**src/rtl/fetch_decode_pkg.sv**
```systemverilog
// Shared constants for the fetch/decode stage: opcode, ALU op, nsel codes and IR field positions.
// The optional halt feature in fetch_decode is enabled with the FETCH_HALT_EN macro.
package fetch_decode_pkg;

  typedef enum logic [2:0] {
    OPC_LDR  = 3'b011,
    OPC_STR  = 3'b100,
    OPC_ALU  = 3'b101,
    OPC_MOV  = 3'b110,
    OPC_HALT = 3'b111
  } opcode_e;

  typedef enum logic [1:0] {
    OP_ADD = 2'b00,
    OP_CMP = 2'b01,
    OP_AND = 2'b10,
    OP_MVN = 2'b11
  } aluop_e;

  typedef enum logic [1:0] {
    NSEL_RN  = 2'b00,
    NSEL_RD  = 2'b01,
    NSEL_RM  = 2'b10,
    NSEL_RSV = 2'b11
  } nsel_e;

  // IR field positions (16-bit instruction word)
  localparam int OPC_MSB   = 15;
  localparam int OPC_LSB   = 13;
  localparam int OP_MSB    = 12;
  localparam int OP_LSB    = 11;
  localparam int RN_MSB    = 10;
  localparam int RN_LSB    = 8;
  localparam int RD_MSB    = 7;
  localparam int RD_LSB    = 5;
  localparam int SH_MSB    = 4;
  localparam int SH_LSB    = 3;
  localparam int RM_MSB    = 2;
  localparam int RM_LSB    = 0;
  localparam int IMM5_MSB  = 4;
  localparam int IMM8_MSB  = 7;

  // imm5 shares bits with the shift field on memory instructions
  function automatic logic shift_is_imm(input logic [2:0] opc);
    return (opc == OPC_LDR) || (opc == OPC_STR);
  endfunction

endpackage

```
**src/rtl/fetch_decode_dff.sv**
```systemverilog
// Parameterised D flip-flop with synchronous active-high reset to a fixed value.
module DFlipFlop #(
  parameter int          W       = 1,
  parameter logic [W-1:0] RST_VAL = '0
) (
  input  logic         clk,
  input  logic         reset,
  input  logic [W-1:0] d,
  output logic [W-1:0] q
);

  always_ff @(posedge clk) begin
    if (reset) q <= RST_VAL;
    else       q <= d;
  end

endmodule

```
**src/rtl/fetch_decode_instr_dec.sv**
```systemverilog
// Purely combinational instruction decode: field extraction, shift forcing,
// register-number select and immediate sign extension.
module instr_dec
  import fetch_decode_pkg::*;
#(
  parameter int DATA_W = 16
) (
  input  logic [DATA_W-1:0] ir,
  input  logic [1:0]        nsel,
  output logic [2:0]        opcode,
  output logic [1:0]        op,
  output logic [1:0]        shift,
  output logic [2:0]        readnum,
  output logic [2:0]        writenum,
  output logic [DATA_W-1:0] sximm5,
  output logic [DATA_W-1:0] sximm8
);

  logic [2:0] rn, rd, rm, regsel;

  assign opcode = ir[OPC_MSB:OPC_LSB];
  assign op     = ir[OP_MSB:OP_LSB];
  assign rn     = ir[RN_MSB:RN_LSB];
  assign rd     = ir[RD_MSB:RD_LSB];
  assign rm     = ir[RM_MSB:RM_LSB];

  assign shift = shift_is_imm(opcode) ? 2'b00 : ir[SH_MSB:SH_LSB];

  always_comb begin
    regsel = 3'b000;
    case (nsel)
      NSEL_RN: regsel = rn;
      NSEL_RD: regsel = rd;
      NSEL_RM: regsel = rm;
      default: regsel = 3'b000;
    endcase
  end

  assign readnum  = regsel;
  assign writenum = regsel;

  assign sximm5 = {{(DATA_W-5){ir[IMM5_MSB]}}, ir[IMM5_MSB:0]};
  assign sximm8 = {{(DATA_W-8){ir[IMM8_MSB]}}, ir[IMM8_MSB:0]};

endmodule

```
**src/rtl/fetch_decode.sv**
```systemverilog
// Fetch/decode stage: PC, IR, fetch counter, RAM address mux and store gating.
// Define FETCH_HALT_EN to make opcode 111 latch a sticky halt that freezes fetch.
module fetch_decode
  import fetch_decode_pkg::*;
#(
  parameter int DATA_W = 16,
  parameter int ADDR_W = 8,
  parameter int CNT_W  = 16
) (
  input  logic              clk,
  input  logic              reset,
  input  logic              loadpc,
  input  logic              loadir,
  input  logic              msel,
  input  logic              mwrite,
  input  logic [1:0]        nsel,
  input  logic [DATA_W-1:0] c_in,
  input  logic [DATA_W-1:0] mdata,
  output logic [ADDR_W-1:0] mem_addr,
  output logic              mem_write,
  output logic [ADDR_W-1:0] pc,
  output logic [DATA_W-1:0] ir,
  output logic [2:0]        opcode,
  output logic [1:0]        op,
  output logic [1:0]        shift,
  output logic [2:0]        readnum,
  output logic [2:0]        writenum,
  output logic [DATA_W-1:0] sximm5,
  output logic [DATA_W-1:0] sximm8,
  output logic [CNT_W-1:0]  fetch_count,
  output logic              halted
);

  logic [ADDR_W-1:0] pc_q, pc_d;
  logic [DATA_W-1:0] ir_q, ir_d;
  logic [CNT_W-1:0]  cnt_q, cnt_d;
  logic              first_q, first_d;
  logic              halted_q;
  logic              pc_en, ir_en;

`ifdef FETCH_HALT_EN
  logic halted_d;
  assign halted_d = halted_q | (ir_en && (mdata[OPC_MSB:OPC_LSB] == OPC_HALT));

  DFlipFlop #(.W(1), .RST_VAL(1'b0)) u_halt_ff (
    .clk(clk), .reset(reset), .d(halted_d), .q(halted_q)
  );
`else
  assign halted_q = 1'b0;
`endif

  assign pc_en = loadpc & ~halted_q;
  assign ir_en = loadir & ~halted_q;

  // First PC strobe after reset only disarms first_fetch so word 0 is fetched.
  assign pc_d    = !pc_en ? pc_q : (first_q ? pc_q : pc_q + 1'b1);
  assign first_d = pc_en ? 1'b0 : first_q;
  assign ir_d    = ir_en ? mdata : ir_q;
  assign cnt_d   = (ir_en && !(&cnt_q)) ? cnt_q + 1'b1 : cnt_q;

  DFlipFlop #(.W(ADDR_W), .RST_VAL('0)) u_pc_ff (
    .clk(clk), .reset(reset), .d(pc_d), .q(pc_q)
  );

  DFlipFlop #(.W(1), .RST_VAL(1'b1)) u_first_ff (
    .clk(clk), .reset(reset), .d(first_d), .q(first_q)
  );

  DFlipFlop #(.W(DATA_W), .RST_VAL('0)) u_ir_ff (
    .clk(clk), .reset(reset), .d(ir_d), .q(ir_q)
  );

  DFlipFlop #(.W(CNT_W), .RST_VAL('0)) u_cnt_ff (
    .clk(clk), .reset(reset), .d(cnt_d), .q(cnt_q)
  );

  assign mem_addr  = msel ? c_in[ADDR_W-1:0] : pc_q;
  assign mem_write = mwrite & msel & ~halted_q;

  assign pc          = pc_q;
  assign ir          = ir_q;
  assign fetch_count = cnt_q;
  assign halted      = halted_q;

  instr_dec #(.DATA_W(DATA_W)) u_dec (
    .ir       (ir_q),
    .nsel     (nsel),
    .opcode   (opcode),
    .op       (op),
    .shift    (shift),
    .readnum  (readnum),
    .writenum (writenum),
    .sximm5   (sximm5),
    .sximm8   (sximm8)
  );

endmodule

```
**config.mk**
```make
export PLATFORM = sky130hd
export DESIGN_NAME = fetch_decode
export DESIGN_NICKNAME = d
export VERILOG_FILES = /design/src/rtl/fetch_decode_pkg.sv /design/src/rtl/fetch_decode_dff.sv /design/src/rtl/fetch_decode_instr_dec.sv /design/src/rtl/fetch_decode.sv
export SDC_FILE = /design/constraint.sdc
export NUM_CORES = 1
export LEC_CHECK = 0
export CORE_UTILIZATION = 30
export DETAILED_ROUTE_END_ITERATION = 6
export GPL_TIMING_DRIVEN = 0
export MAX_ROUTING_LAYER = met4
export PLACE_DENSITY_LB_ADDON = 0.2
export SKIP_LAST_GASP = 1
export SYNTH_ARGS = -nofsm -noshare
export SYNTH_HDL_FRONTEND = slang
export SYNTH_SLANG_ARGS = --single-unit
export TNS_END_PERCENT = 50
```
**constraint.sdc**
```tcl
create_clock -name clk -period 2.3 [get_ports clk]
set_clock_uncertainty 0.05 [all_clocks]
set_input_delay 0.575 -clock clk [delete_from_list [all_inputs] [get_ports clk]]
set_output_delay 0.575 -clock clk [all_outputs]
set_load 0.03 [all_outputs]
```
==> summary by stage, run 1 <==
Synth
The adder and majority gate portion of the synthesized area is 1.11%. The synthesized design devotes to its leading area cell type 36.5% of total area. The top cell type by total area after synthesis is dfxtp_1. After synthesis, the netlist uses 41 different library cells. In this run the mean area of a mapped cell was 8.89 µm². The synthesized netlist devotes 20.1% of its cell area to simple gates. Sequential cells were found to cover 36.5% of the synthesized design area. Summing the areas of all xor and xnor instances in the mapped netlist gives 3.12% of the synthesized area. The post-synth design cell area is 2250 µm².

The proportion of synthesized flip-flops having asynchronous set or reset is 0%. The synthesized netlist devotes 8.51% of its cell area to compound gates. The number of warnings reported in the yosys synthesis log is 0. The most instantiated flip-flop cell in the synthesis netlist is dfxtp_1. By area the synthesized netlist is led by dfxtp_1, buf_4, mux2i_1. The number of instances in the synthesized netlist is 253. Multiplexer cells account for 13.8% of the synthesized area. The combinational family with the most area after synthesis is simple AND/OR/NAND/NOR gates. The number of nets handed over by synthesis was 295. The synthesized design contains 41 register bits. The number of enable-type register cells in the synthesized netlist is 0.

Clocking
The clock transition at the registers of the reported paths is 80 ps. The tree is rooted in a clkbuf_8. Counting the buffers created by CTS gives 5. The post-CTS setup-driven buffer insertion count is 0.

The number of sinks driven by the clock tree is 41. The number of buffers on the longest clock path is 2. The H-tree was split into 2 levels. The clock insertion delay at the later pin of the skew report is 290 ps. The TritonCTS clock tree is built.

Timing
The number of failing setup endpoints in the final timing report is 0. The shortest period the worst path allows is 2210 ps. Setup repair after global routing left no endpoint under its margin. The part of the cycle the worst path needs is 96.1%. The total count of hold-check failures in the final report came to 0. The headroom to the max-slew limit is 56.6%. The final count of pins violating max slew is 0. The transition at the pin with the smallest max-transition slack is 642 ps. The maximum operating frequency is 453 MHz.

Critical path
On the critical path, the stage with the largest delay is an instance of clkdlybuf4s50_1. The critical path is of the flip-flop to output pin type. Counting cells, the worst reg-to-reg path comes to 5.

The startpoint identified for the worst register-to-register timing path is u_cnt_ff.q[0]. The reg-to-reg setup timing slack is 260 ps. The end of the worst register-to-register path is u_cnt_ff.q[14]. The buffers plus inverters on the worst setup path is 2. The critical path goes through buf_4, clkdlybuf4s50_1.

Data on the critical path arrives at its endpoint at 1580 ps. The required time at the endpoint of the critical path is 1670 ps. The cell family with the largest share of critical-path delay is buffers and inverters. The delay of the slowest cell on the worst path is 670 ps.

The startpoint type of the worst setup path is a flip-flop. The worst setup path is captured at an output pin. In this run the worst path has a maximum fanout of 16.

Floorplan
In this run the horizontal extent of the chip is 88.6 µm. The site row count is 31. The floorplan die height is 88.6 µm.

The floorplan step defined a core boundary enclosing 7250 µm². The die covers 7840 µm². For this configuration, the core starts out at a cell density of 31.0%.

The I/O pin count is 135.

Worst hold path
Along the worst hold path, the cell count comes to 2. The path type of the worst min-delay path is flip-flop to flip-flop. The worst hold path terminates at u_first_ff.q.

The worst min-delay path startpoint is u_first_ff.q.

Finish
From synthesis to final layout, the design area changed by 64.8%. The number of standard cells in the final layout excluding fillers is 484. The fraction of layout instances using a drive strength above 1 is 19.5%. Cells fill 51.1% of the core in the end.

The final net count is 426. The number of antenna repair diodes is 0.

Place
The congestion estimate from routability-driven global placement came to 0.773. The number of buffers inserted by port buffering is 124. The HPWL after detailed placement is 4.75 mm. The number of placed instances, taps included, is 476.

Power
The power density normalized to cell area is 485 nW/µm². The worst ir drop on vdd is 0.240 mV. The leakage power figure is 1.55 nW.

Outcome
The flow ran to the end, and the final reports show no timing, DRC or antenna violations.

GRT
Entering global routing, the biggest net connects 17 pins. The number of global-route vias before repair is 1897. The most used routing layer is met2. The met2 routing resource usage after global routing is 25.8%.

Global routing used 16.2% of the available tracks. For met1 alone, demand over resource in global routing was 20.0%. Summed over all layers, the global routing overflow is 0.

The number of antenna violations at the first check in global routing is 0. The wire length of the first global-routing pass is 9.48 mm. The global-route met3 utilization is 4.20%.

Detailed routing
The initial DRC count is 74. The routed layout has 2198 vias. The remaining antenna violation count is 0. The total iterations of the first detailed-routing run is 4. The routed length per placed instance is 12.8 µm.

The DRC violation count after routing is 0. In the routed layout, each cell is associated on average with a via count of 4.54. The overall routed net length is 6.18 mm.

Flow run
The number of max-capacitance violations reported is 0.
-- metal layers --
layer  wire length, µm  vias to the layer above  part of all wire (%)
li1                  -                     1102                     -
met1              2810                      992                    45
met2              2770                       96                    45
met3               525                        8                   8.5
met4                79                        0                   1.3
met5                 0                        -                     0
-- kinds of logic after synthesis --
group | Yosys count
AND/OR/NAND/NOR | 85
buffers and inverters | 56
flip-flops | 41
AO/OA/AOI/OAI | 30
multiplexers | 30
XOR/XNOR | 8
adder cells (fa/ha/maj) | 2
other | 1
-- cells in the final DEF, fill, tap and decap left out, drive strengths merged, types with 2 or more instances in the layout --
cell type      count
buf               48
mux2i             22
and2               3
clkbuf            13
xor2               7
o31ai              4
ha                 2
nand2             11
o21ai              9
o41ai              2
dlygate4sd2       13
nand3              5
mux2               8
and3               2
nand4              9
nor2b              3
or2                2
nor3               6
nor2              30
inv                5
or4                5
clkdlybuf4s15      3
a21oi              9
or3                2
and4               3
clkdlybuf4s50    105
dfxtp             41
-- synth_stat cells (6+ instances only) --
library cell	count
nor3_1	6
a21oi_1	9
xor2_1	7
nand2_1	11
clkbuf_1	6
mux2i_1	22
nor2_1	30
dfxtp_1	41
o21ai_0	9
nand4_1	7
buf_4	41
mux2_2	8
-- repair_timing --
| item | CTS | global route |
|---|---|---|
| cloned | 0 | 0 |
| hold buffers | 0 | 0 |
| endpoints found under the setup margin | 41 | 10 |
| gates resized for setup | 45 | 1 |
-- worst reg2reg max path: stages, from the launching register on --
cell	delay, ps
dfxtp_1	430
ha_1	290
and4_1	330
nand2_1	180
or4_1	530
o211a_1	130
-- power by group --
| group | internal, mW | total (mW) | switching (mW) |
|---|---|---|---|
| Clock | 0.272 | 0.526 | 0.254 |
| Combinational | 0.246 | 0.503 | 0.257 |
| Sequential | 0.733 | 0.767 | 0.0333 |
-- layout make-up --
class                   count  area (µm²)
fillers                   717        3550
repair buffers            124        1220
multi-input cells         156        1060
flip-flops and latches     41         823
plain buffers              51         358
well taps                  99         124
clock buffers               7        96.3
inverters                   5        18.8
clock inverters             1        5.00
-- worst max-delay path by stage --
| stage | depth (start not counted) | endpoint | start |
|---|---|---|---|
| 4_1_cts | 2 | sximm8[15] | u_ir_ff.q[7] |
| 5_1_grt | 2 | sximm5[5] | u_ir_ff.q[4] |
| 2_1_floorplan | 3 | writenum[1] | nsel[1] |
| 3_3_place_gp | 5 | writenum[1] | nsel[1] |
| 6_report | 2 | sximm5[5] | u_ir_ff.q[4] |
| 3_5_place_dp | 6 | writenum[2] | nsel[1] |
-- metrics by stage --
| stage | TNS (ps) | power [mW] | setup WS [ps] | hold slack, ps | instance area (µm²) |
|---|---|---|---|---|---|
| final | 0 | 1.80 | 90.4 | 436 | 3700 |
| after global routing | 0 | 1.87 | 6.89 | 462 | 3700 |
| after CTS | -839 | 1.82 | -93.9 | 437 | 3700 |
| after detailed placement | -6250 | 1.30 | -712 | 421 | 3610 |
| after global placement | -6000 | 1.29 | -691 | 421 | 3610 |
| after floorplan | -97.3 | 1.07 | -48.7 | 400 | 2250 |
-- flip-flops by register name, indices dropped and copies added, names as in the netlist --
register,cells
u_cnt_ff.q,16
u_first_ff.q,1
u_ir_ff.q,16
u_pc_ff.q,8
Note: power is estimated with default switching activity, not from simulation.
==> run 2, diff against run 1 <==
TNS_END_PERCENT = 100   (was 50)
==> summary by stage, run 2 (same netlist as run 1, synthesis figures left out) <==
Finish
The fraction of layout instances using a drive strength above 1 came to 18.7% (was 19.5%). The final net count is 426 (unchanged). Largest registers: u_cnt_ff.q (16), u_ir_ff.q (16), u_pc_ff.q (8) (unchanged). Highest-count cells in the layout ignoring fill and taps: clkdlybuf4s50_1, buf_4, dfxtp_1 (unchanged). The number of filler instances in the final layout came to 727 (was 717). The number of antenna repair diodes is 0 (unchanged).

The number of standard cells in the final layout excluding fillers is 484 (unchanged). The most frequent standard cell in the layout excluding fill and tap cells was clkdlybuf4s50_1 (unchanged). The layout overhead on the synthesized area was 63.8% (was 64.8%).

Detailed routing
The DRC violation count after routing was 0 (unchanged). The total iterations of the first detailed-routing run is 4 (unchanged). The overall routed net length came to 6.17 mm (was 6.18 mm). The initial DRC count is 26 (was 74). The remaining antenna violation count is 0 (unchanged). The routed via count divided by cell count is 4.57 (was 4.54). The routed length per placed instance came to 12.8 µm (about the same). The overall via count from detail_route was 2213 (was 2198).

Clocking
The number of buffers on the longest clock path is 2 (unchanged). The number of sinks driven by the clock tree was 41 (unchanged). The post-CTS setup-driven buffer insertion count is 0 (unchanged). The root buffer cell is clkbuf_8 (unchanged).

The TritonCTS clock tree is built (unchanged). The clock insertion delay at the later pin of the skew report is 290 ps (about the same). The count of H-tree levels built during CTS is 2 (unchanged). The number of buffers inserted during clock tree synthesis is 5 (unchanged). The clock transition at the registers of the reported paths is 70 ps (was 80 ps). The hold buffer count at cts was 0 (unchanged).

Floorplan
The floorplan die height came to 88.6 µm (unchanged). The initial standard-cell utilization of the core is 31.0% (unchanged). The die footprint is 7840 µm² (unchanged). The die width is 88.6 µm (unchanged).

The core area is 7250 µm² (unchanged). The I/O pin count is 135 (unchanged). The site row count is 31 (unchanged).

Power
The worst ir drop on vdd was 0.191 mV (was 0.240 mV). The overall power consumption is 1.72 mW (was 1.80 mW). The leakage power figure came to 1.54 nW (was 1.55 nW). The power density normalized to cell area is 467 nW/µm² (was 485 nW/µm²).

GRT
The number of global-route vias before repair is 2001 (was 1897). The wire length of the first global-routing pass was 9.64 mm (was 9.48 mm). The overall track demand over capacity in global routing is 16.4% (was 16.2%). The maximum number of pins on one net before global-route repair is 17 (unchanged). The global-route congestion overflow total is 0 (unchanged). The number of antenna violations at the first check in global routing came to 0 (unchanged).

Critical path
The reg-to-reg setup timing slack was 270 ps (was 260 ps). The end of the worst register-to-register path is u_cnt_ff.q[14] (unchanged). The maximum net fanout on the critical path was 1 (was 16).

The delay of the slowest cell on the worst path is 410 ps (was 670 ps). Cells traversed along the worst timing path: clkdlybuf4s50_1, mux2_2, dlygate4sd2_1 (was buf_4, clkdlybuf4s50_1). The required time at the endpoint of the critical path is 1670 ps (about the same). The slowest stage cell on the critical path is clkdlybuf4s50_1 (unchanged). The kind of critical path is primary input to output pin (was flip-flop to output pin). The worst-case reg-to-reg path depth came to 5 (unchanged). The type of destination of the critical path is an output pin (unchanged). The arrival time of the worst setup path is 1600 ps (was 1580 ps). The startpoint type of the worst setup path is a primary input (was flip-flop).

The startpoint of the most critical register-to-register path is u_cnt_ff.q[0] (unchanged).

Flow run
The number of max-capacitance violations reported is 0 (unchanged).

Worst hold path
The worst hold path depth is 2 (unchanged). The worst hold path endpoint is u_first_ff.q (unchanged). The worst min-delay path startpoint is u_first_ff.q (unchanged). The path type of the worst min-delay path is flip-flop to flip-flop (unchanged).

Place
The number of buffers inserted by port buffering was 124 (unchanged). The number of placed cells counting well taps is 476 (unchanged). The routability congestion estimate is 0.775 (was 0.773). The total half-perimeter wirelength after legalization and detailed placement is 4.79 mm (was 4.75 mm).

Timing
The transition at the pin with the smallest max-transition slack was 706 ps (was 642 ps). The maximum operating frequency is 450 MHz (was 453 MHz). Unrepaired setup endpoints after global routing: false (unchanged). The shortest period the worst path allows is 2220 ps (was 2210 ps). The total count of hold-check failures in the final report was 0 (unchanged).

The number of failing setup endpoints in the final timing report was 0 (unchanged). The final count of pins violating max slew came to 0 (unchanged). The part of the cycle the worst path needs is 96.6% (was 96.1%). The worst-case hold slack is 438 ps (was 436 ps). The headroom to the max-slew limit came to 52.3% (was 56.6%).

Outcome
Outcome: finished, final reports clean (unchanged).
[run 2: routing by layer]
metal  up-vias  GRT usage [%]  part of all wire, %
met5         -              -                    0
met2        88           28.8                   48
li1       1109              -                    -
met4         0           3.96                 0.81
met3         4           4.01                  8.7
met1      1012           18.8                   43
[run 2: what timing repair did]
action | 4_1_cts | 5_1_grt
gates resized for setup | 40 | 3
endpoints found under the setup margin | 40 | 5
cloned | 0 | 0
[run 2: per-stage QoR]
stage	setup WS [ps]	util, %	setup TNS (ps)	area, µm²
floorplan	222	-	0	2250
global placement	-708	49.8	-6070	3610
detailed placement	-718	49.8	-6330	3610
CTS	-4.03	50.9	-4.03	3690
global route	0.501	50.8	0	3680
finish	78.7	50.8	0	3680
[run 2: critical path: cells and delay by family]
family	cells	cell delay, ps
mux	1	260
buf+inv	2	760
[run 2: worst max path at each step]
| stage | start | endpoint | cells after the start |
|---|---|---|---|
| global placement | nsel[1] | writenum[1] | 6 |
| finish | c_in[5] | mem_addr[5] | 3 |
| CTS | nsel[1] | writenum[1] | 5 |
| global route | u_ir_ff.q[4] | sximm5[4] | 2 |
| detailed placement | nsel[1] | writenum[1] | 6 |
| floorplan | nsel[1] | writenum[0] | 3 |
[run 2: area by class of cell]
| cell class | instances | area [µm²] | share of cell area, % |
|---|---|---|---|
| inverter | 5 | 18.8 | 0.510 |
| clock buffer | 8 | 80.1 | 2.17 |
| sequential | 41 | 823 | 22.4 |
| buffer | 51 | 358 | 9.71 |
| tap | 99 | 124 | 3.36 |
| timing repair buffer | 124 | 1210 | 32.9 |
| multi-input combinational | 156 | 1070 | 29.0 |
[run 2: where the power goes]
group / switching [mW] / internal [mW] / total (mW)
Combinational: 0.257 / 0.246 / 0.503
Clock: 0.236 / 0.216 / 0.452
Sequential: 0.0336 / 0.734 / 0.767
Total: 0.526 / 1.20 / 1.72
==> run 3, diff against run 2 <==
CORE_UTILIZATION = 38   (was 30)
==> summary by stage, run 3 (same netlist as run 1, synthesis figures left out) <==
Clocking
The TritonCTS clock tree is built (unchanged). The hold buffer count at cts is 0 (unchanged). The number of sinks driven by the clock tree came to 41 (unchanged). The number of buffers inserted during clock tree synthesis is 5 (unchanged). The clock transition at the registers of the reported paths came to 70 ps (about the same). The post-cts sizing count is 43 (was 40). The clock insertion delay at the later pin of the skew report is 290 ps (about the same).

The root buffer cell is clkbuf_8 (unchanged). The count of H-tree levels built during CTS was 2 (unchanged). The post-CTS setup-driven buffer insertion count was 0 (unchanged).

The number of buffers on the longest clock path is 2 (unchanged).

Power
The share of power burned in the clock network is 27.1% (was 26.2%). The combinational share of power is 28.8% (was 29.2%). The overall power consumption is 1.74 mW (was 1.72 mW). The fraction of power spent switching nets is 29.9% (was 30.5%). The part of the total power dissipated in sequential elements is 44.1% (was 44.6%). The power density normalized to cell area is 475 nW/µm² (was 467 nW/µm²).

The net load switching power is 518 µW (was 526 µW). The internal power summed over all cells is 1.22 mW (was 1.20 mW). The worst ir drop on vdd is 0.257 mV (was 0.191 mV). The leakage power figure is 1.54 nW (about the same).

Critical path
The maximum net fanout on the critical path is 1 (unchanged). The required time at the endpoint of the critical path is 1670 ps (about the same). The kind of critical path was primary input to output pin (unchanged). The delay of the slowest cell on the worst path is 400 ps (was 410 ps).

The cell family with the largest share of critical-path delay is buffers and inverters (unchanged). The startpoint type of the worst setup path is a primary input (unchanged). The slowest stage cell on the critical path is clkdlybuf4s50_1 (unchanged). The type of destination of the critical path is an output pin (unchanged). The arrival time of the worst setup path is 1590 ps (was 1600 ps). Cells traversed along the worst timing path: clkdlybuf4s50_1, mux2_2, dlygate4sd2_1 (unchanged).

The buffers plus inverters on the worst setup path is 2 (unchanged).

Finish
The number of standard cells in the final layout excluding fillers is 456 (was 484). The number of antenna repair diodes is 0 (unchanged). Highest-count cells in the layout ignoring fill and taps: clkdlybuf4s50_1, buf_4, dfxtp_1 (unchanged). Largest registers: u_cnt_ff.q (16), u_ir_ff.q (16), u_pc_ff.q (8) (unchanged).

The post-route standard cell area excluding fillers is 3650 µm² (was 3680 µm²). The final net count is 426 (unchanged). The number of filler instances in the final layout is 512 (was 727). The layout overhead on the synthesized area is 62.4% (was 63.8%).

The fraction of layout instances using a drive strength above 1 came to 18.8% (was 18.7%). The most frequent standard cell in the layout excluding fill and tap cells is clkdlybuf4s50_1 (unchanged).

Detailed routing
The routed via count divided by cell count is 4.79 (was 4.57). The remaining antenna violation count came to 0 (unchanged). The DRC violation count after routing is 0 (unchanged). The total iterations of the first detailed-routing run was 4 (unchanged). The overall via count from detail_route is 2182 (was 2213). The overall routed net length is 5.76 mm (was 6.17 mm). The routed length per placed instance is 12.6 µm (was 12.8 µm).

The initial DRC count was 46 (was 26).

Floorplan
The I/O pin count is 135 (unchanged). The core area is 5610 µm² (was 7250 µm²). The floorplan die height is 78.9 µm (was 88.6 µm).

The site row count is 27 (was 31). The die width was 78.9 µm (was 88.6 µm). The initial standard-cell utilization of the core was 40.1% (was 31.0%).

The die footprint is 6230 µm² (was 7840 µm²).

Timing
The slack of the critical path came to 85.8 ps (was 78.7 ps). The part of the cycle the worst path needs is 96.3% (was 96.6%). Unrepaired setup endpoints after global routing: false (unchanged).

The total count of hold-check failures in the final report is 0 (unchanged). The headroom to the max-slew limit was 54.8% (was 52.3%). The number of failing setup endpoints in the final timing report came to 0 (unchanged). The final count of pins violating max slew is 0 (unchanged).

The shortest period the worst path allows is 2210 ps (was 2220 ps). The maximum operating frequency was 452 MHz (was 450 MHz). The transition at the pin with the smallest max-transition slack is 669 ps (was 706 ps).

GRT
The global-route congestion overflow total is 0 (unchanged). The maximum number of pins on one net before global-route repair was 17 (unchanged). The wire length of the first global-routing pass is 9.53 mm (was 9.64 mm).

The number of global-route vias before repair is 2001 (unchanged). The overall track demand over capacity in global routing is 19.9% (was 16.4%). The number of antenna violations at the first check in global routing is 0 (unchanged).

Place
The number of placed cells counting well taps is 449 (was 476). The routability congestion estimate is 0.849 (was 0.775). The total half-perimeter wirelength after legalization and detailed placement is 4.45 mm (was 4.79 mm). The standard cell area after detailed placement is 3580 µm² (was 3610 µm²). The number of buffers inserted by port buffering is 124 (unchanged). The worst-case setup slack after placement was -644 ps (was -718 ps).

Outcome
Outcome: finished, final reports clean (unchanged).

Worst hold path
The path type of the worst min-delay path is flip-flop to flip-flop (unchanged).

Flow run
The number of max-capacitance violations reported came to 0 (unchanged).
[run 3: cell types whose count changed in the layout (fill, tap and decap cells not counted), sizes merged]
cell | previous run | this run
buf | 46 | 48
clkbuf | 16 | 13
clkdlybuf4s18 | 2 | 0
dlygate4sd2 | 11 | 13
[run 3: path summary, 6_finish.rpt]
path | from | end | slack [ps] | cells past startpoint
min | u_first_ff.q | u_first_ff.q | 440 | 2
min reg2reg | u_first_ff.q | u_first_ff.q | 440 | 2
max | c_in[7] | mem_addr[7] | 90 | 3
max reg2reg | u_cnt_ff.q[0] | u_cnt_ff.q[14] | 280 | 5
[run 3: power groups by stage]
stage                     clock, mW  combinational [mW]  sequential [mW]
after global placement            0               0.509            0.782
after global routing          0.520               0.527            0.771
after CTS                     0.491               0.506            0.766
after floorplan                   0               0.254            0.819
final                         0.470               0.501            0.766
after detailed placement          0               0.516            0.782
[run 3: layout make-up]
cell class              instances  area, µm²  area share (%)
inverters                       5       18.8           0.514
flip-flops and latches         41        823            22.5
plain buffers                  51        358            9.80
well taps                      72       90.1            2.47
repair buffers                124       1220            33.3
clock buffers                   7       86.3            2.36
multi-input cells             156       1060            29.0
[run 3: layer usage]
| metal | global-route usage (%) | vias to the layer above | part of all wire, % |
|---|---|---|---|
| li1 | - | 1102 | - |
| met4 | 6.55 | 0 | 0.82 |
| met3 | 4.37 | 4 | 6.6 |
| met1 | 23.1 | 996 | 45 |
| met5 | - | - | 0 |
| met2 | 34.2 | 80 | 48 |
[run 3: through the flow]
| step | hold slack [ps] | util (%) | setup TNS, ps |
|---|---|---|---|
| after floorplan | 400 | - | 0 |
| after global placement | 418 | 63.8 | -5560 |
| after detailed placement | 427 | 63.8 | -5850 |
| after CTS | 441 | 65.1 | 0 |
| after global routing | 504 | 65.1 | 0 |
| final | 443 | 65.1 | 0 |
[run 3: tightest hold or removal path: stages, from the launching register on]
cell	delay, ps
dfxtp_1	320
inv_1	50
o21ai_0	70
